## src/rtl/nn_uart_pkg.sv

```systemverilog
// Shared definitions for the UART receive path and the frame decoder:
// decoder state encoding, default framing marker and line timing constants.
package nn_uart_pkg;

    typedef enum logic [2:0] {
        ST_IDLE,
        ST_LEN,
        ST_PAYLOAD,
        ST_CHECK,
        ST_HOLD
    } state_t;

    localparam logic [7:0] SYNC_BYTE_DEFAULT = 8'hA5;
    localparam int         CLK_PER_BIT       = 5208;
    // Ten bit-times: one full character slot of silence between bytes.
    localparam int         TIMEOUT_DEFAULT   = 10 * CLK_PER_BIT;

    function automatic int idx_width(input int n);
        return (n > 1) ? $clog2(n) : 1;
    endfunction

endpackage

```

## src/rtl/uart_frame_decoder_if.sv

```systemverilog
// Byte-in / vector-out bundle between the UART receiver, the frame decoder
// and the neural-network core.
interface uart_frame_decoder_if #(
    parameter int N_INPUTS = 4,
    parameter int DATA_W   = 8
);
    logic                       rx_valid;
    logic [DATA_W-1:0]          rx_data;
    logic [N_INPUTS*DATA_W-1:0] vec_data;
    logic                       vec_valid;
    logic                       vec_ready;
    logic                       busy;
    logic                       err_chk;
    logic                       err_len;
    logic                       err_timeout;
    logic                       err_overrun;

    modport master (
        output rx_valid, rx_data, vec_ready,
        input  vec_data, vec_valid, busy,
        input  err_chk, err_len, err_timeout, err_overrun
    );

    modport slave (
        input  rx_valid, rx_data, vec_ready,
        output vec_data, vec_valid, busy,
        output err_chk, err_len, err_timeout, err_overrun
    );
endinterface

```

## src/rtl/gap_timer.sv

```systemverilog
// Idle-gap counter: counts enabled cycles up to a loadable limit and flags
// when the limit is reached; also used by the UART receiver for line idle.
module gap_timer #(
    parameter int WIDTH = 16
) (
    input  logic             clk,
    input  logic             rst,
    input  logic             clr,
    input  logic             en,
    input  logic [WIDTH-1:0] limit,
    output logic             expired
);

    logic [WIDTH-1:0] count;

    // Saturates at the limit so a late reaction never wraps back to zero.
    always_ff @(posedge clk) begin
        if (rst) begin
            count <= '0;
        end else if (clr) begin
            count <= '0;
        end else if (en && (count != limit)) begin
            count <= count + WIDTH'(1);
        end
    end

    assign expired = en && (count == limit);

endmodule

```

## src/rtl/uart_frame_decoder.sv

```systemverilog
// Assembles SYNC/LEN/payload/CHK frames from received bytes and presents the
// payload as one vector through a valid/ready handshake.
module uart_frame_decoder
    import nn_uart_pkg::*;
#(
    parameter int                N_INPUTS       = 4,
    parameter int                DATA_W         = 8,
    parameter logic [DATA_W-1:0] SYNC_BYTE      = DATA_W'(SYNC_BYTE_DEFAULT),
    parameter int                TIMEOUT_CYCLES = TIMEOUT_DEFAULT
) (
    input logic                clk,
    input logic                rst,
    uart_frame_decoder_if.slave bus
);

    localparam int                IDX_W    = idx_width(N_INPUTS);
    localparam int                GAP_W    = $clog2(TIMEOUT_CYCLES + 1);
    localparam logic [IDX_W-1:0]  LAST_IDX = IDX_W'(N_INPUTS - 1);
    localparam logic [DATA_W-1:0] LEN_VAL  = DATA_W'(N_INPUTS);
    localparam logic [GAP_W-1:0]  GAP_LIM  = GAP_W'(TIMEOUT_CYCLES);

    state_t            state;
    logic [IDX_W-1:0]  idx;
    logic [DATA_W-1:0] chk;
    logic [DATA_W-1:0] slot [N_INPUTS];
    logic              vec_valid;
    logic              err_chk;
    logic              err_len;
    logic              err_timeout;
    logic              err_overrun;
    logic              in_frame;
    logic              gap_expired;
    logic              timeout;

    assign in_frame = (state == ST_LEN) || (state == ST_PAYLOAD) || (state == ST_CHECK);

    // Held clear outside a frame, so entry to LEN always starts from zero.
    gap_timer #(
        .WIDTH (GAP_W)
    ) u_gap_timer (
        .clk     (clk),
        .rst     (rst),
        .clr     (bus.rx_valid || !in_frame),
        .en      (in_frame),
        .limit   (GAP_LIM),
        .expired (gap_expired)
    );

    // A byte landing on the expiry cycle beats the timeout.
    assign timeout = gap_expired && !bus.rx_valid;

    always_ff @(posedge clk) begin
        if (rst) begin
            state       <= ST_IDLE;
            idx         <= '0;
            chk         <= '0;
            vec_valid   <= 1'b0;
            err_chk     <= 1'b0;
            err_len     <= 1'b0;
            err_timeout <= 1'b0;
            err_overrun <= 1'b0;
            for (int i = 0; i < N_INPUTS; i++) begin
                slot[i] <= '0;
            end
        end else begin
            err_chk     <= 1'b0;
            err_len     <= 1'b0;
            err_timeout <= 1'b0;
            err_overrun <= 1'b0;
            case (state)
                ST_IDLE: begin
                    if (bus.rx_valid && (bus.rx_data == SYNC_BYTE)) begin
                        state <= ST_LEN;
                    end
                end
                ST_LEN: begin
                    if (bus.rx_valid) begin
                        if (bus.rx_data == LEN_VAL) begin
                            chk   <= bus.rx_data;
                            idx   <= '0;
                            state <= ST_PAYLOAD;
                        end else begin
                            err_len <= 1'b1;
                            state   <= ST_IDLE;
                        end
                    end else if (timeout) begin
                        err_timeout <= 1'b1;
                        state       <= ST_IDLE;
                    end
                end
                ST_PAYLOAD: begin
                    if (bus.rx_valid) begin
                        slot[idx] <= bus.rx_data;
                        chk       <= chk ^ bus.rx_data;
                        idx       <= idx + IDX_W'(1);
                        if (idx == LAST_IDX) begin
                            state <= ST_CHECK;
                        end
                    end else if (timeout) begin
                        err_timeout <= 1'b1;
                        state       <= ST_IDLE;
                    end
                end
                ST_CHECK: begin
                    if (bus.rx_valid) begin
                        if (bus.rx_data == chk) begin
                            vec_valid <= 1'b1;
                            state     <= ST_HOLD;
                        end else begin
                            err_chk <= 1'b1;
                            state   <= ST_IDLE;
                        end
                    end else if (timeout) begin
                        err_timeout <= 1'b1;
                        state       <= ST_IDLE;
                    end
                end
                ST_HOLD: begin
                    // Bytes here are dropped outright, even a SYNC value.
                    if (bus.rx_valid) begin
                        err_overrun <= 1'b1;
                    end
                    if (bus.vec_ready) begin
                        vec_valid <= 1'b0;
                        state     <= ST_IDLE;
                    end
                end
                default: begin
                    state <= ST_IDLE;
                end
            endcase
        end
    end

    for (genvar g = 0; g < N_INPUTS; g++) begin : g_pack
        assign bus.vec_data[g*DATA_W +: DATA_W] = slot[g];
    end

    assign bus.vec_valid   = vec_valid;
    assign bus.busy        = (state != ST_IDLE);
    assign bus.err_chk     = err_chk;
    assign bus.err_len     = err_len;
    assign bus.err_timeout = err_timeout;
    assign bus.err_overrun = err_overrun;

endmodule

```

## src/flat_wrapper.sv

```systemverilog
// flat-port wrapper written by rule: the top's interface ports become plain ports
module uart_frame_decoder_flat import nn_uart_pkg::*;
#(
    parameter int                N_INPUTS       = 4,
    parameter int                DATA_W         = 8,
    parameter logic [DATA_W-1:0] SYNC_BYTE      = DATA_W'(SYNC_BYTE_DEFAULT),
    parameter int                TIMEOUT_CYCLES = TIMEOUT_DEFAULT
)
  (clk, rst, bus_rx_valid, bus_rx_data, bus_vec_ready, bus_vec_data, bus_vec_valid, bus_busy, bus_err_chk, bus_err_len, bus_err_timeout, bus_err_overrun);
  uart_frame_decoder_if #(.N_INPUTS(N_INPUTS), .DATA_W(DATA_W)) bus_i ();
  input logic clk;
  input logic rst;
  input wire logic [$bits(bus_i.rx_valid)-1:0] bus_rx_valid;
  input wire logic [$bits(bus_i.rx_data)-1:0] bus_rx_data;
  input wire logic [$bits(bus_i.vec_ready)-1:0] bus_vec_ready;
  output wire logic [$bits(bus_i.vec_data)-1:0] bus_vec_data;
  output wire logic [$bits(bus_i.vec_valid)-1:0] bus_vec_valid;
  output wire logic [$bits(bus_i.busy)-1:0] bus_busy;
  output wire logic [$bits(bus_i.err_chk)-1:0] bus_err_chk;
  output wire logic [$bits(bus_i.err_len)-1:0] bus_err_len;
  output wire logic [$bits(bus_i.err_timeout)-1:0] bus_err_timeout;
  output wire logic [$bits(bus_i.err_overrun)-1:0] bus_err_overrun;
  assign bus_i.rx_valid = bus_rx_valid;
  assign bus_i.rx_data = bus_rx_data;
  assign bus_i.vec_ready = bus_vec_ready;
  assign bus_vec_data = bus_i.vec_data;
  assign bus_vec_valid = bus_i.vec_valid;
  assign bus_busy = bus_i.busy;
  assign bus_err_chk = bus_i.err_chk;
  assign bus_err_len = bus_i.err_len;
  assign bus_err_timeout = bus_i.err_timeout;
  assign bus_err_overrun = bus_i.err_overrun;
  uart_frame_decoder #(.N_INPUTS(N_INPUTS), .DATA_W(DATA_W), .SYNC_BYTE(SYNC_BYTE), .TIMEOUT_CYCLES(TIMEOUT_CYCLES)) u_core (.clk(clk), .rst(rst), .bus(bus_i));
endmodule
```

## config.mk

```make
export PLATFORM = sky130hd
export DESIGN_NAME = uart_frame_decoder_flat
export DESIGN_NICKNAME = d
export VERILOG_FILES = /design/src/rtl/nn_uart_pkg.sv /design/src/rtl/uart_frame_decoder_if.sv /design/src/rtl/gap_timer.sv /design/src/rtl/uart_frame_decoder.sv /design/src/flat_wrapper.sv
export SDC_FILE = /design/constraint.sdc
export NUM_CORES = 1
export LEC_CHECK = 0
export ABC_AREA = 1
export CAP_MARGIN = 0
export CORE_ASPECT_RATIO = 0.9
export CORE_MARGIN = 1
export CORE_UTILIZATION = 51
export CTS_CLUSTER_SIZE = 24
export DETAILED_ROUTE_END_ITERATION = 16
export PLACE_DENSITY = 0.76
export SETUP_SLACK_MARGIN = 0.4
export SYNTH_ARGS = -nofsm -noshare
export SYNTH_HDL_FRONTEND = slang
export SYNTH_SLANG_ARGS = --single-unit
```

## constraint.sdc

```tcl
create_clock -name clk -period 1.9 [get_ports clk]
set_input_delay 0.285 -clock clk [delete_from_list [all_inputs] [get_ports clk]]
set_output_delay 0.285 -clock clk [all_outputs]
set_load 0.1 [all_outputs]
```

# After elaboration in Yosys (flattened, before gate mapping)
# Memories as Yosys holds them, arrays and structs flattened.
# Index checks and enable logic that the tools add are counted.
[totals]
memories = 1
regBits = 34
input_bits = 12
mem_bits_rw = 32
output_inout_bits = 38
word_cells = 93
[op_classes]
muxes = 34
eq_ne = 18
add_sub_neg = 2
bitwise_logic = 6
reduce_logical = 23
[memory_table]
columns = ["name", "depth", "word_bits", "rd", "rd_clocked_by_memory_dff", "write_ports", "line_no", "text"]
rows = [
  ["u_core.slot", 4, 8, 4, 0, 4, "uart_frame_decoder.sv:25", "logic [DATA_W-1:0] slot [N_INPUTS];"],
]
[ops]
columns = ["cell", "count"]
rows = [
  ["$mux 8", 4],
  ["$mux 3", 8],
  ["$add 16x1->16 const B", 1],
  ["$eq 16x16->1 const B", 1],
  ["$ne 16x16->1 const B", 1],
  ["$pmux 8 s2", 1],
  ["$pmux 3 s5", 1],
  ["$mux 1", 13],
  ["$ne 2x2->1 const B", 6],
  ["$reduce_or 3->1", 4],
  ["$mux 2", 5],
  ["$eq 8x3->1 const B", 1],
  ["$eq 8x8->1", 1],
  ["$eq 8x8->1 const B", 1],
  ["$reduce_and 4->1", 2],
  ["$reduce_or 8->1", 1],
  ["$xor 8x8->8", 1],
  ["$eq 3x2->1 const B", 2],
  ["$not 1->1", 5],
  ["$logic_and 1x1->1", 4],
  ["$pmux 2 s2", 1],
  ["$reduce_bool 2->1", 2],
  ["$reduce_or 2->1", 2],
  ["$eq 3x1->1 const B", 1],
  ["other kinds (11)", 14],
]

# Logic depth before layout (Yosys ltp)
# Gate-level depths: netlist (run 1).
[logic_depth]
ltp_word = 8
depth_mapped = 10
mapped_depth_nobuf = 9

# Modules after synthesis
# A second synthesis (run 1) with hierarchy kept.
[hier_totals]
cells_unflattened = 518
hier_area_um2 = 3703.6
[by_module_without_submodules]
columns = ["mod", "area_each_um2", "instances", "cells_per_inst"]
rows = [
  ["uart_frame_decoder", 2324.7, 1, 268],
  ["gap_timer", 1378.8, 1, 250],
]

# Worst setup path before layout (run 1)
# No wires, ideal clock.
[synth_path]
path_kind = "reg2reg"
from = "reg u_core.state[2]"
to = "mem u_core.slot[3][0], enable pin"
setup_ns = 0.384
period_less_slack_ns = 1.658
n_path_buf = 0
stages_incl_launch_ff = 6
setup_slack_ns = 0.242
t_arrival_ns = 1.274
t_required_ns = 1.516
path_cell_list = "dfxtp_1 -> inv_1 -> nand3_2 -> inv_1 -> nand2_1 -> o21ai_0"
[synth_rtl]
columns = ["element", "line_no", "text"]
rows = [
  ["from (decl)", "uart_frame_decoder.sv:22", "state_t state;"],
  ["from (signal assigned)", "uart_frame_decoder.sv:54", "state <= ST_IDLE;"],
  ["from (signal assigned)", "uart_frame_decoder.sv:73", "state <= ST_LEN;"],
  ["from (signal assigned)", "uart_frame_decoder.sv:81", "state <= ST_PAYLOAD;"],
  ["to (decl)", "uart_frame_decoder.sv:25", ""],
]

# Worst setup path after layout (run 1)
[layout_path]
from = "reg u_core.u_gap_timer.count[0]"
to = "reg u_core.u_gap_timer.count[5]"
[layout_between]
elab_chain_cells = 2
elab_cells_between_ends = 3
classes_between = "add/sub (1); eq/ne (1); reduce/logical (1)"
[layout_rtl]
columns = ["element", "line_no", "text"]
rows = [
  ["from (decl)", "gap_timer.sv:14", "logic [WIDTH-1:0] count;"],
  ["from (signal assigned)", "gap_timer.sv:23", "count <= count + WIDTH'(1);"],
  ["branches (longest 2 deep; another with $add 16x1->16)", "n/a", ""],
]
# Parallel ways; which one is timed is not known.
# A chain may end at the register's enable or synchronous reset.

==> results of run 1 <==
layer usage:
layer,up-vias,part of all wire (%),GRT usage [%]
met5,-,0,0
met4,0,1.5,9.833
met3,13,5.9,3.575
met2,119,49,40.79
met1,1441,43,33.69
li1,1506,-,-
worst max path at each step:
| stage | start | to | slack (ns) | cells after the start |
|---|---|---|---|---|
| after floorplan | u_core.state[0] | u_core.state[0] | 0.40 | 7 |
| after global placement | bus_rx_valid | u_core.slot[0][7] | 0.1 | 7 |
| after detailed placement | bus_rx_valid | u_core.slot[1][3] | 0.02 | 7 |
| after CTS | u_core.state[1] | bus_busy | 0.40 | 5 |
| after global routing | u_core.u_gap_timer.count[0] | u_core.u_gap_timer.count[5] | 0.23 | 9 |
| final | u_core.u_gap_timer.count[0] | u_core.u_gap_timer.count[5] | 0.31 | 9 |
layout by cell type, fill, tap and decap left out, types with 4 or more instances in the layout:
cell             synthesis  final
nor2_1                  56     52
nand3_1                 24     22
xnor2_1                  4      4
dlymetal6s2s_1           0      4
dfxtp_1                 34     24
buf_4                    1     74
dfxtp_2                  0      7
nand2_2                  5     11
clkinvlp_4               0      4
clkdlybuf4s50_1          0      7
nor2_4                   2      5
edfxtp_1                32     32
inv_1                   43     38
nand2_1                110    100
nand4_1                  6      6
clkbuf_8                 0      9
xor2_1                   7      7
a21oi_1                 32     27
nor3_1                  14     13
nand2_4                  1      5
inv_2                    3      6
buf_6                    6      6
a21oi_2                  4      9
kinds of logic after synthesis:
family                     share of synthesized area (%)
buffers and inverters                              8.263
DFF                                                49.96
adders and majority gates                          1.143
and+or+nand+nor                                    30.08
xor gates and xnor gates                           2.932
AOI/OAI and AO/OA                                  7.616
sequential cells by signal, indices dropped and copies added (netlist names):
name,cells
u_core.idx,2
u_core.bus.vec_valid,1
u_core.state,3
u_core.bus.err_chk,1
u_core.bus.err_overrun,1
u_core.bus.err_len,1
u_core.chk,8
u_core.bus.err_timeout,1
u_core.u_gap_timer.count,16
u_core.slot,32
worst register-to-register path, cell delays in order, from the launching register on:
cell and delay, ns:
dfxtp_4 0.36, inv_2 0.06, ha_1 0.14, nand4_1 0.12, nor2_2 0.19, nand2_2 0.11, nand2_4 0.14, buf_6 0.16
nand2_1 0.07, a21oi_1 0.16
power by group through the flow:
stage,registers [W],clock network [W],logic (W)
floorplan,0.00187,0,0.000512
global placement,0.00163,0,0.000967
detailed placement,0.00163,0,0.000979
CTS,0.00160,0.00120,0.00110
global route,0.00162,0.00127,0.00130
finish,0.00161,0.00119,0.00123
per-stage QoR:
step | hold WS [ns] | utilization, % | instances | setup WS, ns | power (W)
2_1_floorplan | 0.3541 | - | 406 | 0.3974 | 0.002382
3_3_place_gp | 0.4389 | 62.78 | 556 | 0.09815 | 0.002595
3_5_place_dp | 0.4406 | 62.78 | 556 | 0.02424 | 0.002609
4_1_cts | 0.4585 | 68.37 | 585 | 0.4017 | 0.003902
5_1_grt | 0.3515 | 71.52 | 593 | 0.2265 | 0.004192
6_report | 0.3412 | 71.52 | 593 | 0.3138 | 0.004026
cell type report:
| class | instances | area (sq um) | share of cell area [%] |
|---|---|---|---|
| tap | 87 | 108.9 | 2.462 |
| timing repair buffer | 93 | 783.3 | 17.71 |
| sequential | 66 | 1662 | 37.58 |
| clock buffer | 9 | 123.9 | 2.801 |
| inverter | 46 | 178.9 | 4.046 |
| clock inverter | 7 | 78.83 | 1.783 |
| multi-input combinational | 285 | 1486 | 33.62 |
what timing repair did:
item,in CTS,in global routing
setup endpoints to repair,74,87
pin swaps,5,18
setup buffers,13,8
resized for setup,17,43
==> impl_metrics.env, run 1 <==
export IMPL_p_per_area_nw_per_um2=910.5
export IMPL_r2r_end="u_core.u_gap_timer.count[5]"
export IMPL_vias=3079
export IMPL_synth_ff_type="dfxtp_1"
export IMPL_fin_crit_sh_pct=83.48
export IMPL_ant_nets=0
export IMPL_io_pins=50
export IMPL_dieArea_sq_um=6768
export IMPL_hold_start="bus_rx_valid"
export IMPL_grt_pass1_wl_microns=13050
export IMPL_yosys_area_top_type="edfxtp_1"
export IMPL_regToRegSetupSlack_ns=0.31
export IMPL_power_switching_w=0.001447
export IMPL_synth_distinct_cells=31
export IMPL_drc=0
export IMPL_grt_usage_pct=25.05
export IMPL_avgSynthCellArea_sq_um=8.093
export IMPL_worstPathArrival_ns=1.85
export IMPL_yosys_top_cells_area="edfxtp_1 (29%), dfxtp_1 (21%), nand2_1 (13%)"
export IMPL_min_delay_path_depth=3
export IMPL_place_area_sq_um=3881
export IMPL_cp_end_kind="flop"
export IMPL_io_buffers=49
export IMPL_core_sq_um=6182
export IMPL_sw_frac_of_total_pct=35.93
export IMPL_synth_top_area_share_pct=29.25
export IMPL_drtPass1Iterations=7
export IMPL_crit_required_ns=2.16
export IMPL_setup_tns_ns=0
export IMPL_fin_skew_ns=0.006344
export IMPL_nets=516
export IMPL_insertion_delay_ns=0.34
export IMPL_overflow=0
export IMPL_drv_cap=0
export IMPL_avgViaCountPerCell=5.192
export IMPL_max_stage_delay_ns=0.36
export IMPL_area_growth_pct=34.58
export IMPL_place_hpwl_microns=5451
export IMPL_synth_fp_nets=421
export IMPL_globalplace_congestion=0.8632
export IMPL_antenna_found_initial=0
export IMPL_netlist_area_sq_um=3286
export IMPL_path_cells="inv_2 > ha_1 > nand4_1 > nor2_2 > nand2_2 > nand2_4 > buf_6 > nand2_1 > a21oi_1"
export IMPL_start_kind="flop"
export IMPL_cts_tree="built"
export IMPL_drive_gt1_share_pct=31.42
export IMPL_slew_limit_headroom_pct=77.74
export IMPL_postSynthCellCount=406
export IMPL_ys_async_sr_fraction_pct=0
export IMPL_h_tree_depth=3
export IMPL_clock_power_share_pct=29.6
export IMPL_crit_family="simple AND/OR/NAND/NOR gates"
export IMPL_synth_common_cells="nand2_1 (110), nor2_1 (56), inv_1 (43), dfxtp_1 (34)"
export IMPL_drv_slew=0
export IMPL_synth_seq_area_share_pct=49.96
export IMPL_slowest_stage="dfxtp_4"
export IMPL_synth_edf_count=32
export IMPL_yosys_register_bits=66
export IMPL_status="finished clean"
export IMPL_final_cell_area_sq_um=4422
export IMPL_cts_hold_buf=0
export IMPL_drt_wl_total_microns=8588
export IMPL_rsz0062_at_grt="yes"
export IMPL_synth_most_common_cell="nand2_1"
export IMPL_grt_pass1_vias=2812
export IMPL_die_w_microns=86.61
export IMPL_die_h_microns=78.15
export IMPL_tightest_slew_ns=0.3327
export IMPL_reg2regPathDepth=9
export IMPL_crit_type="reg2reg"
export IMPL_setup_viol=0
export IMPL_crit_path_max_fanout=7
export IMPL_period_needed_ns=1.586
export IMPL_timing_fmax_mhz=630.4
export IMPL_ir_worst_vdd_v=0.0008118
export IMPL_clk_path_buf_depth=2
export IMPL_p_int_w=0.002579
export IMPL_cts_root_buf="clkbuf_8"
export IMPL_p_leak_nw=1.793
export IMPL_initial_core_util_pct=53.15
export IMPL_n_fill_cell=460
export IMPL_hold_end="u_core.bus.err_len"
export IMPL_yosys_warnings=0
export IMPL_rows=27
export IMPL_combPwrFrac_pct=30.4
export IMPL_numCtsBuffers=9
export IMPL_critical_path_buf_inv_count=2
export IMPL_r2r_start="u_core.u_gap_timer.count[0]"
export IMPL_grt_start_max_net_pins=17
export IMPL_first_iter_violations=259
export IMPL_clock_sinks=66
export IMPL_diodes=0
export IMPL_clk_pin_slew_ns=0.08
export IMPL_p_seq_share_pct=40.0
export IMPL_avgRoutedWirePerCell_microns=14.48
export IMPL_hold_viol_final=0
export IMPL_hold_class="in2reg"
(Power assumes the default switching activity.)
==> inputs of run 2 (changes only) <==
==> constraint.sdc (replaced) <==
create_clock -name clk -period 1.5 [get_ports clk]
set_input_delay 0.225 -clock clk [delete_from_list [all_inputs] [get_ports clk]]
set_output_delay 0.225 -clock clk [all_outputs]
set_load 0.1 [all_outputs]
==> run 2 against run 1 <==
The run now fails in 5_1_grt. Synthesized cell count unchanged. Area after synthesis unchanged.
==> impl_metrics.env, run 2 <==
export IMPL_synth_common_cells="nand2_1 (110), nor2_1 (56), inv_1 (43), dfxtp_1 (34)"
export IMPL_yosys_top_cells_area="edfxtp_1 (29%), dfxtp_1 (21%), nand2_1 (13%)"
export IMPL_ys_async_sr_fraction_pct=0
export IMPL_synth_edf_count=32
export IMPL_synth_fp_nets=421
export IMPL_rows=27
export IMPL_clock_sinks=66
export IMPL_synth_distinct_cells=31
export IMPL_synth_most_common_cell="nand2_1"
export IMPL_lastStage="5_1_grt"
export IMPL_postGrtWorstEndpoint="u_core.idx[1]$_SDFFE_PP0P_/D"
export IMPL_place_hpwl_microns=6278
export IMPL_place_area_sq_um=4692
export IMPL_synth_ff_type="dfxtp_1"
export IMPL_die_w_microns=86.61
export IMPL_tool_error="[ERROR DPL-0038] Utilization greater than 100%, impossible to legalize"
export IMPL_numCtsBuffers=9
export IMPL_globalplace_congestion=0.8875
export IMPL_avgSynthCellArea_sq_um=8.093
export IMPL_io_buffers=49
export IMPL_synth_seq_area_share_pct=49.96
export IMPL_synth_top_area_share_pct=29.25
export IMPL_yosys_area_top_type="edfxtp_1"
export IMPL_yosys_warnings=0
export IMPL_cts_root_buf="clkbuf_8"
export IMPL_yosys_register_bits=66
export IMPL_worstEndpointType="sequential cell input"
export IMPL_clk_path_buf_depth=2
export IMPL_grt_start_max_net_pins=16
export IMPL_io_pins=50
export IMPL_status="aborted with a tool error"
export IMPL_netlist_area_sq_um=3286
export IMPL_h_tree_depth=3
export IMPL_die_h_microns=78.15
export IMPL_postSynthCellCount=406
export IMPL_initial_core_util_pct=53.15
-- run 2: cell counts after synthesis --
No cell type changed its count.
-- run 2: cells by family after synthesis --
family / share of synthesized area, %
buf+inv: 8.263
simple gates: 30.08
compound gates: 7.616
fa+ha+maj: 1.143
flops: 49.96
xor+xnor: 2.932
-- run 2: per-stage QoR --
step | hold slack [ns] | setup WS, ns | TNS, ns | instances | utilization (%)
after floorplan | 0.2941 | 0.03645 | 0 | 406 | -
after global placement | 0.4523 | -0.1434 | -9.300 | 585 | 75.90
after detailed placement | 0.4567 | -0.2277 | -14.68 | 585 | 75.90
after CTS | 0.4671 | -0.06705 | -0.8287 | 641 | 95.16
-- run 2: what timing repair did --
| action | 4_1_cts |
|---|---|
| hold buffers | 0 |
| pin swaps | 43 |
| gates resized for setup | 187 |
| setup endpoints to repair | 130 |
| cloned | 4 |
| buffers inserted | 36 |
==> inputs of run 3 (changes only) <==
--- a/config.mk
+++ b/config.mk
@@ -7,13 +7,10 @@
 export LEC_CHECK = 0
 export ABC_AREA = 1
 export CAP_MARGIN = 0
-export CORE_ASPECT_RATIO = 0.9
 export CORE_MARGIN = 1
-export CORE_UTILIZATION = 51
-export CTS_CLUSTER_SIZE = 24
+export CORE_UTILIZATION = 36
 export DETAILED_ROUTE_END_ITERATION = 16
-export PLACE_DENSITY = 0.76
-export SETUP_SLACK_MARGIN = 0.4
+export PLACE_DENSITY_LB_ADDON = 0.15
 export SYNTH_ARGS = -nofsm -noshare
 export SYNTH_HDL_FRONTEND = slang
 export SYNTH_SLANG_ARGS = --single-unit
==> run 3 against run 2 <==
The flow now finishes without violations.
==> impl_metrics.env, run 3 (synthesis gave the netlist of run 1 again) <==
export IMPL_status="finished clean"
export IMPL_p_int_w=0.003265
export IMPL_area_growth_pct=51.60
export IMPL_sw_frac_of_total_pct=35.66
export IMPL_cp_endpoint="bus_busy"
export IMPL_io_buffers=49
export IMPL_cp_depth=6
export IMPL_r2r_start="u_core.u_gap_timer.count[0]"
export IMPL_p_seq_share_pct=40.7
export IMPL_drc=0
export IMPL_timing_fmax_mhz=669.8
export IMPL_cts_tree="built"
export IMPL_combPwrFrac_pct=33.9
export IMPL_dieArea_sq_um=9513
export IMPL_largest_reg_flops=32
export IMPL_grt_start_max_net_pins=17
export IMPL_clk_path_buf_depth=2
export IMPL_final_cell_mix="nand2_1 (105), nor2_1 (51), buf_4 (50)"
export IMPL_r2r_end="u_core.u_gap_timer.count[14]"
export IMPL_n_fill_cell=784
export IMPL_wl_met1_microns=3710
export IMPL_path_cells="buf_6 > nor2_4 > inv_2 > nor2_4 > inv_2 > buf_12"
export IMPL_crit_family="buffers and inverters"
export IMPL_power_switching_w=0.001809
export IMPL_hold_class="reg2reg"
export IMPL_grt_usage_pct=17.90
export IMPL_dr_wl_met3_microns=385
export IMPL_globalplace_congestion=0.8938
export IMPL_period_needed_ns=1.493
export IMPL_place_hpwl_microns=5924
export IMPL_startpoint="u_core.state[1]"
export IMPL_p_per_area_nw_per_um2=1019
export IMPL_setup_viol=0
export IMPL_slew_limit_headroom_pct=77.34
export IMPL_grt_pass1_vias=2902
export IMPL_worstPathArrival_ns=1.27
export IMPL_die_h_microns=97.54
export IMPL_fin_hold_ws_ns=0.4664
export IMPL_drt_wl_total_microns=8182
export IMPL_crit_required_ns=1.27
export IMPL_slowest_stage="dfxtp_2"
export IMPL_p_leak_nw=1.986
export IMPL_clock_sinks=66
export IMPL_critical_path_buf_inv_count=4
export IMPL_drv_cap=0
export IMPL_fin_crit_sh_pct=99.54
export IMPL_drtPass1Iterations=4
export IMPL_fin_util_pct=56.84
export IMPL_crit_path_max_fanout=2
export IMPL_insertion_delay_ns=0.35
export IMPL_ir_worst_vdd_v=0.001140
export IMPL_vias=2970
export IMPL_clk_pin_slew_ns=0.07
export IMPL_die_w_microns=97.54
export IMPL_avgRoutedWirePerCell_microns=13.03
export IMPL_rsz0062_at_grt="yes"
export IMPL_cts_root_buf="clkbuf_8"
export IMPL_diodes=0
export IMPL_hold_viol_final=0
export IMPL_grt_pass1_wl_microns=13460
export IMPL_top_layer="met4"
export IMPL_avgViaCountPerCell=4.729
export IMPL_antenna_found_initial=0
export IMPL_h_tree_depth=3
export IMPL_nets=530
export IMPL_reg2regPathDepth=7
export IMPL_final_common_cell="nand2_1"
export IMPL_first_iter_violations=181
export IMPL_io_pins=50
export IMPL_drive_gt1_share_pct=31.92
export IMPL_ant_nets=0
export IMPL_regMostFlops="u_core.slot"
export IMPL_initial_core_util_pct=37.49
export IMPL_fin_skew_ns=0.01119
export IMPL_core_sq_um=8763
export IMPL_cp_end_kind="output port"
export IMPL_crit_type="reg2out"
export IMPL_min_delay_path_depth=2
export IMPL_tightest_slew_ns=0.3373
export IMPL_regToRegSetupSlack_ns=0.06
export IMPL_numCtsBuffers=9
export IMPL_start_kind="flop"
export IMPL_reg_largest_list="u_core.slot: 32 flops, u_core.u_gap_timer.count: 16 flops, u_core.chk: 8 flops"
export IMPL_drv_slew=0
export IMPL_routed_wl_met2_microns=3793
export IMPL_rows=34
export IMPL_max_stage_delay_ns=0.33
export IMPL_clock_power_share_pct=25.3
export IMPL_overflow=0
-- run 3: worst min path at each step --
stage / slack (ns) / endpoint / startpoint
2_1_floorplan: 0.29 / u_core.idx[0] / rst
3_3_place_gp: 0.45 / u_core.chk[1] / u_core.chk[1]
3_5_place_dp: 0.46 / u_core.chk[4] / u_core.chk[4]
4_1_cts: 0.47 / u_core.chk[4] / u_core.chk[4]
5_1_grt: 0.50 / u_core.chk[6] / u_core.chk[6]
6_report: 0.47 / u_core.chk[4] / u_core.chk[4]
-- run 3: cell type report --
| class | instances | area [sq um] | area share [%] |
|---|---|---|---|
| flip-flops and latches | 66 | 1652 | 33.16 |
| clock inverters | 6 | 35.03 | 0.7033 |
| repair buffers | 107 | 1379 | 27.68 |
| well taps | 108 | 135.1 | 2.713 |
| multi-input cells | 285 | 1475 | 29.62 |
| clock buffers | 10 | 127.6 | 2.562 |
| inverters | 46 | 177.7 | 3.567 |
-- run 3: repair_timing --
item	in CTS	in global routing
hold buffers	0	0
buffers inserted	6	2
resized for setup	12	37
setup endpoints to repair	2	57
pin swaps	2	15
gates cloned	0	1
-- run 3: power groups by stage --
| stage | Sequential [W] | Clock (W) | Combinational, W |
|---|---|---|---|
| 2_1_floorplan | 0.00237 | 0 | 0.000649 |
| 3_3_place_gp | 0.00208 | 0 | 0.00149 |
| 3_5_place_dp | 0.00208 | 0 | 0.00150 |
| 4_1_cts | 0.00206 | 0.00132 | 0.00158 |
| 5_1_grt | 0.00207 | 0.00140 | 0.00183 |
| 6_report | 0.00207 | 0.00129 | 0.00172 |
-- run 3: through the flow --
step	setup slack (ns)	TNS, ns	power, W	area (sq um)	cells
after floorplan	-0.002579	-0.002579	0.003018	3291	406
after global placement	-0.2192	-11.62	0.003562	4611	604
after detailed placement	-0.2584	-13.76	0.003581	4611	604
after CTS	-0.02181	-0.02181	0.004959	4841	625
after global routing	-0.06031	-0.3153	0.005314	4981	628
final	0.006948	0	0.005074	4981	628
-- run 3: metal layers --
layer,vias to the layer above,track usage (%)
met4,0,9.729
met1,1322,22.31
met3,25,3.741
met2,92,28.94
met5,-,0
li1,1531,-
-- run 3: worst register-to-register path, delay by kind of cell, from the launching register on --
family | cells | cell delay [ns]
adders and majority gates | 1 | 0.20
DFF | 1 | 0.36
AOI/OAI and AO/OA | 1 | 0.13
and+or+nand+nor | 4 | 0.52
xor gates and xnor gates | 1 | 0.16
==> inputs of run 4 (changes only) <==
--- a/config.mk
+++ b/config.mk
@@ -10,7 +10,6 @@
 export CORE_MARGIN = 1
 export CORE_UTILIZATION = 36
 export DETAILED_ROUTE_END_ITERATION = 16
-export PLACE_DENSITY_LB_ADDON = 0.15
 export SYNTH_ARGS = -nofsm -noshare
 export SYNTH_HDL_FRONTEND = slang
 export SYNTH_SLANG_ARGS = --single-unit
==> run 4 against run 3 <==
Register-to-register slack better by 0.02 ns. Wire length shrank 2.2%. Global-route usage down 0.54 points. Non-clock buffer count decreased by 1.
==> impl_metrics.env, run 4 (synthesis gave the netlist of run 1 again) <==
export IMPL_core_sq_um=8763
export IMPL_rsz0062_at_grt="yes"
export IMPL_grt_pass1_wl_microns=13190
export IMPL_cts_root_buf="clkbuf_8"
export IMPL_place_hpwl_microns=5924
export IMPL_setup_slack_ns=0.01687
export IMPL_tightest_slew_ns=0.2793
export IMPL_final_cell_area_sq_um=4981
export IMPL_clk_pin_slew_ns=0.07
export IMPL_io_buffers=49
export IMPL_place_ws_ns=-0.2257
export IMPL_grt_usage_pct=17.36
export IMPL_final_common_cell="nand2_1"
export IMPL_timing_fmax_mhz=674.2
export IMPL_hold_class="in2reg"
export IMPL_numCtsBuffers=9
export IMPL_nets=529
export IMPL_p_per_area_nw_per_um2=1051
export IMPL_avgRoutedWirePerCell_microns=12.77
export IMPL_regMostFlops="u_core.slot"
export IMPL_avgViaCountPerCell=4.799
export IMPL_fin_skew_ns=0.009344
export IMPL_cts_tree="built"
export IMPL_setup_viol=0
export IMPL_h_tree_depth=3
export IMPL_crit_required_ns=1.27
export IMPL_place_area_sq_um=4581
export IMPL_reg_largest_list="u_core.slot: 32 flops, u_core.u_gap_timer.count: 16 flops, u_core.chk: 8 flops"
export IMPL_first_iter_violations=143
export IMPL_status="finished clean"
export IMPL_period_needed_ns=1.483
export IMPL_crit_family="buffers and inverters"
export IMPL_grt_pass1_vias=2823
export IMPL_hold_viol_final=0
export IMPL_insertion_delay_ns=0.34
export IMPL_drc=0
export IMPL_vias=3009
export IMPL_critical_path_buf_inv_count=4
export IMPL_setup_tns_ns=0
export IMPL_clock_sinks=66
export IMPL_drt_wl_total_microns=8005
export IMPL_p_leak_nw=1.979
export IMPL_fin_crit_sh_pct=98.88
export IMPL_worstPathArrival_ns=1.26
export IMPL_crit_path_max_fanout=2
export IMPL_final_cell_mix="nand2_1 (105), nor2_1 (52), buf_4 (51)"
export IMPL_drv_slew=0
export IMPL_slew_limit_headroom_pct=81.21
export IMPL_fin_cells=627
export IMPL_ant_nets=0
export IMPL_initial_core_util_pct=37.49
export IMPL_slowest_stage="dfxtp_2"
export IMPL_max_stage_delay_ns=0.32
export IMPL_crit_type="reg2out"
export IMPL_drtPass1Iterations=5
export IMPL_ir_worst_vdd_v=0.001245
export IMPL_cp_end_kind="output port"
export IMPL_die_w_microns=97.54
export IMPL_die_h_microns=97.54
export IMPL_clk_path_buf_depth=2
export IMPL_drv_cap=0
export IMPL_globalplace_congestion=0.8893
export IMPL_overflow=0
export IMPL_rows=34
export IMPL_n_fill_cell=798
export IMPL_path_cells="buf_6 > nor2_4 > inv_2 > nor2_4 > inv_2 > buf_12"
export IMPL_drive_gt1_share_pct=31.21
export IMPL_area_growth_pct=51.60
export IMPL_dieArea_sq_um=9513
export IMPL_diodes=0
export IMPL_io_pins=50
export IMPL_grt_start_max_net_pins=17
export IMPL_antenna_found_initial=0
export IMPL_placed_cells=600
export IMPL_largest_reg_flops=32
export IMPL_start_kind="flop"
-- run 4: changes by cell type in the layout (fill, tap and decap cells not counted), moves of 2 or more --
cell      delta
inv_2        -2
a21oi_1      -2
a21oi_2      +2
inv_1        +3
inv_4        -2
buf_6        -2
nand2_4      -2
nand2_2      +2
clkinv_2     -3
-- run 4: path summary, 6_finish.rpt --
check / start / to / slack (ns) / cells after the start
min: bus_rx_data[0] / u_core.chk[0] / 0.42 / 5
min reg2reg: u_core.chk[3] / u_core.chk[3] / 0.47 / 2
max: u_core.state[0] / bus_busy / 0.02 / 6
max reg2reg: u_core.u_gap_timer.count[0] / u_core.u_gap_timer.count[7] / 0.08 / 9
-- run 4: repair_timing --
action | in CTS | in global routing
hold buffers | 0 | 0
gates resized for setup | 10 | 33
setup endpoints to repair | 2 | 29
buffers inserted | 5 | 5
cloned | 0 | 1
pin swaps | 2 | 10
-- run 4: stage by stage --
| step | util [%] | hold slack (ns) | total power (W) |
|---|---|---|---|
| floorplan | - | 0.2941 | 0.003018 |
| global placement | 52.27 | 0.4510 | 0.003549 |
| detailed placement | 52.27 | 0.4587 | 0.003560 |
| CTS | 55.17 | 0.4687 | 0.005120 |
| global route | 56.84 | 0.4802 | 0.005471 |
| finish | 56.84 | 0.4193 | 0.005236 |
-- run 4: final cells by class --
| cell class | instances | area, sq um | share of cell area (%) |
|---|---|---|---|
| clock buffer | 11 | 131.4 | 2.638 |
| clock inverter | 5 | 55.05 | 1.105 |
| inverter | 46 | 177.7 | 3.567 |
| multi-input combinational | 285 | 1463 | 29.36 |
| sequential | 66 | 1655 | 33.23 |
| tap | 108 | 135.1 | 2.713 |
| timing repair buffer | 106 | 1364 | 27.38 |
-- run 4: worst min-delay path, delay by kind of cell --
kind / cells / cell delay, ns
AOI/OAI and AO/OA: 2 / 0.19
and+or+nand+nor: 2 / 0.11
buffers and inverters: 1 / 0.19
-- run 4: per-layer routing --
metal | vias to the layer above | share of wire, % | GRT usage (%)
li1 | 1531 | - | -
met1 | 1378 | 46 | 22.44
met2 | 84 | 47 | 27.86
met3 | 16 | 4.7 | 3.237
met4 | 0 | 2.2 | 8.484
met5 | - | 0 | 0
-- run 4: report_power, final --
group,internal [W],switching (W)
Combinational,0.000719,0.00103
Sequential,0.00198,0.0000681
Clock,0.000763,0.000671
Total,0.00346,0.00177
==> patch, RTL diff (config.mk and constraints of run 4) <==
Make the reset (`rst`) asynchronous in 2 clocked blocks.
--- a/src/rtl/gap_timer.sv
+++ b/src/rtl/gap_timer.sv
@@ -14,7 +14,7 @@
     logic [WIDTH-1:0] count;
 
     // Saturates at the limit so a late reaction never wraps back to zero.
-    always_ff @(posedge clk) begin
+    always_ff @(posedge clk or posedge rst) begin
         if (rst) begin
             count <= '0;
         end else if (clr) begin
--- a/src/rtl/uart_frame_decoder.sv
+++ b/src/rtl/uart_frame_decoder.sv
@@ -49,7 +49,7 @@
     // A byte landing on the expiry cycle beats the timeout.
     assign timeout = gap_expired && !bus.rx_valid;
 
-    always_ff @(posedge clk) begin
+    always_ff @(posedge clk or posedge rst) begin
         if (rst) begin
             state       <= ST_IDLE;
             idx         <= '0;
Function: differs if rst is asserted again (counterexample within 4 cycles, from zero or initial values and one cycle with rst high); with rst held inactive, the same outputs for 10 cycles.
==> patch against run 4 <==
The run now ends with setup timing left; worst hold slack got worse by 0.24 ns; sequential cell count stayed put; count of clock-buffer cells in the layout fell by 2; area after synthesis rose by 2.9%; cell count decreased by 1.1%; wire length is 2.3% higher; setup slack got worse by 0.022 ns; global-route usage down 0.19 points; synthesized cell count increased by 0.99%; core utilization about the same; fmax is 1.5% lower; sequential share of layout area shrank 0.49 points; final area is 1.4% higher; largest cell class unchanged.
Power is not compared: it rests on default switching activity, and its combinational part moved more than twofold at a synthesized area within 25%.
==> patch: results (changes against run 4) <==
INFO  metric failed_checks = setup timing
INFO  metric gp_congestion = 0.868 (-2.4%)
INFO  metric fillCellCount = 761 (-4.6%)
INFO  metric initial_drc_count = 137 (-4.2%)
INFO  metric signal_buffer_area_fraction = 0.248 (-0.0261)
INFO  metric num-nonclk-buffers = 91 (-14%)
INFO  metric num-multi-input-gates = 293 (+2.8%)
INFO  metric detailed_place.area = 0.00458 mm^2 (about the same)
INFO  metric post_cts_setup_buffer_count = 3 (-2)
INFO  metric post_synth_most_frequent_cells = 127 x sky130_fd_sc_hd__nand2_1, 66 x sky130_fd_sc_hd__dfrtp_1, 45 x sky130_fd_sc_hd__nor2_1
INFO  metric outcome = finished, violations left
INFO  metric timing.final.setup_violations = 1 (+1)
INFO  metric grt_start_max_net_pins = 35 (+18)
INFO  metric worst_r2r_endpoint = u_core.bus.vec_data[20]
INFO  metric setup_total_negative_slack = -0.00518 ns (-0.00518 ns)
INFO  metric avgViaCountPerCell = 4.74 (-1.3%)
INFO  metric finalNetCount = 525 (-0.76%)
INFO  metric detailed_place_hpwl = 5740 um (-3.1%)
INFO  metric critical-path-top-delay-family = flip-flops
INFO  metric final_util = 0.568 (about the same)
INFO  metric reg2reg_setup_slack = 0.01 ns (-0.07 ns)
INFO  metric finalHoldWorstSlack = 0.178 ns (-0.241 ns)
INFO  metric critical_path.max_stage_delay = 0.43 ns (+0.11 ns)
INFO  metric first_global_vias = 2671 (-5.4%)
INFO  metric placed_cells = 589 (-1.8%)
INFO  metric globalRouteTotalUtil = 0.172 (-0.00192)
INFO  metric yosys.cell_types.count = 30 (-3.2%)
INFO  metric r2r_start = u_core.state[0]
INFO  metric post_drt_wl_per_cell = 13.2 um (+3.5%)
INFO  metric hold_class = input pin to async pin
INFO  metric yosys.area_share.xor_xnor = 0.00777 (-0.0216)
INFO  metric synth.net_count = 428 (+1.7%)
INFO  metric final_layout_size_suffix_gt1_frac = 0.313 (+0.000361)
INFO  metric finalClockSkew = 0.0103 ns (+0.000958 ns)
INFO  metric setup_ws = -0.00518 ns (-0.0221 ns)
INFO  metric post_synth_main_area_contributors = sky130_fd_sc_hd__dfrtp_1 49%, sky130_fd_sc_hd__nand2_1 14%, sky130_fd_sc_hd__nor2_1 5.0%, sky130_fd_sc_hd__inv_1 4.8%, sky130_fd_sc_hd__o21ai_1 4.0%
INFO  metric drt_first_pass_iters = 4 (-1)
INFO  metric place_worst_setup_slack = -0.192 ns (+0.0333 ns)
INFO  metric timing_worst_slew_pin_value = 0.328 ns (+0.0487 ns)
INFO  metric ys_async_sr_fraction = 1.00 (+1.00)
INFO  metric ys.flop_type = sky130_fd_sc_hd__dfrtp_1
-- patch: cell types whose count changed in the layout (fill, tap and decap cells not counted), moves of 16 or more --
| cell | run 4 | this run |
|---|---|---|
| sky130_fd_sc_hd__a21oi_1 | 29 | 9 |
| sky130_fd_sc_hd__buf_4 | 51 | 34 |
| sky130_fd_sc_hd__dfrtp_1 | 0 | 64 |
| sky130_fd_sc_hd__dfxtp_1 | 25 | 0 |
| sky130_fd_sc_hd__edfxtp_1 | 32 | 0 |
| sky130_fd_sc_hd__o21ai_1 | 2 | 25 |
| sky130_fd_sc_hd__o21ai_2 | 0 | 16 |
-- patch: how the worst max path moves through the flow --
stage                               start                 endpoint  slack, ns  cells past startpoint
final                     u_core.state[0]                 bus_busy     -0.005                      5
after global routing      u_core.state[0]  u_core.bus.vec_data[21]      -0.06                      8
after CTS                 u_core.state[0]                 bus_busy      -0.05                      5
after detailed placement   bus_rx_data[2]            u_core.chk[4]      -0.19                      8
after global placement     bus_rx_data[2]            u_core.chk[0]      -0.15                      8
after floorplan           u_core.state[1]                 bus_busy       0.03                      5
-- patch: per-layer routing --
| metal | share of wire | vias up | GRT usage | wire, um |
|---|---|---|---|---|
| li1 | - | 1499 | - | - |
| met1 | 0.48 | 1366 | 0.245 | 3930 |
| met2 | 0.47 | 62 | 0.261 | 3860 |
| met3 | 0.034 | 9 | 0.0255 | 280 |
| met4 | 0.014 | 0 | 0.0712 | 114 |
| met5 | 0 | - | 0 | 0 |
-- patch: where the power goes --
group	internal [W]	leakage, nW	switching [W]	total (W)
sequential	0.00230	0.877	0.000561	0.00286
combinational	0.00234	1.41	0.00407	0.00641
clock	0.000778	0.0998	0.000745	0.00152
total	0.00542	2.39	0.00537	0.0108
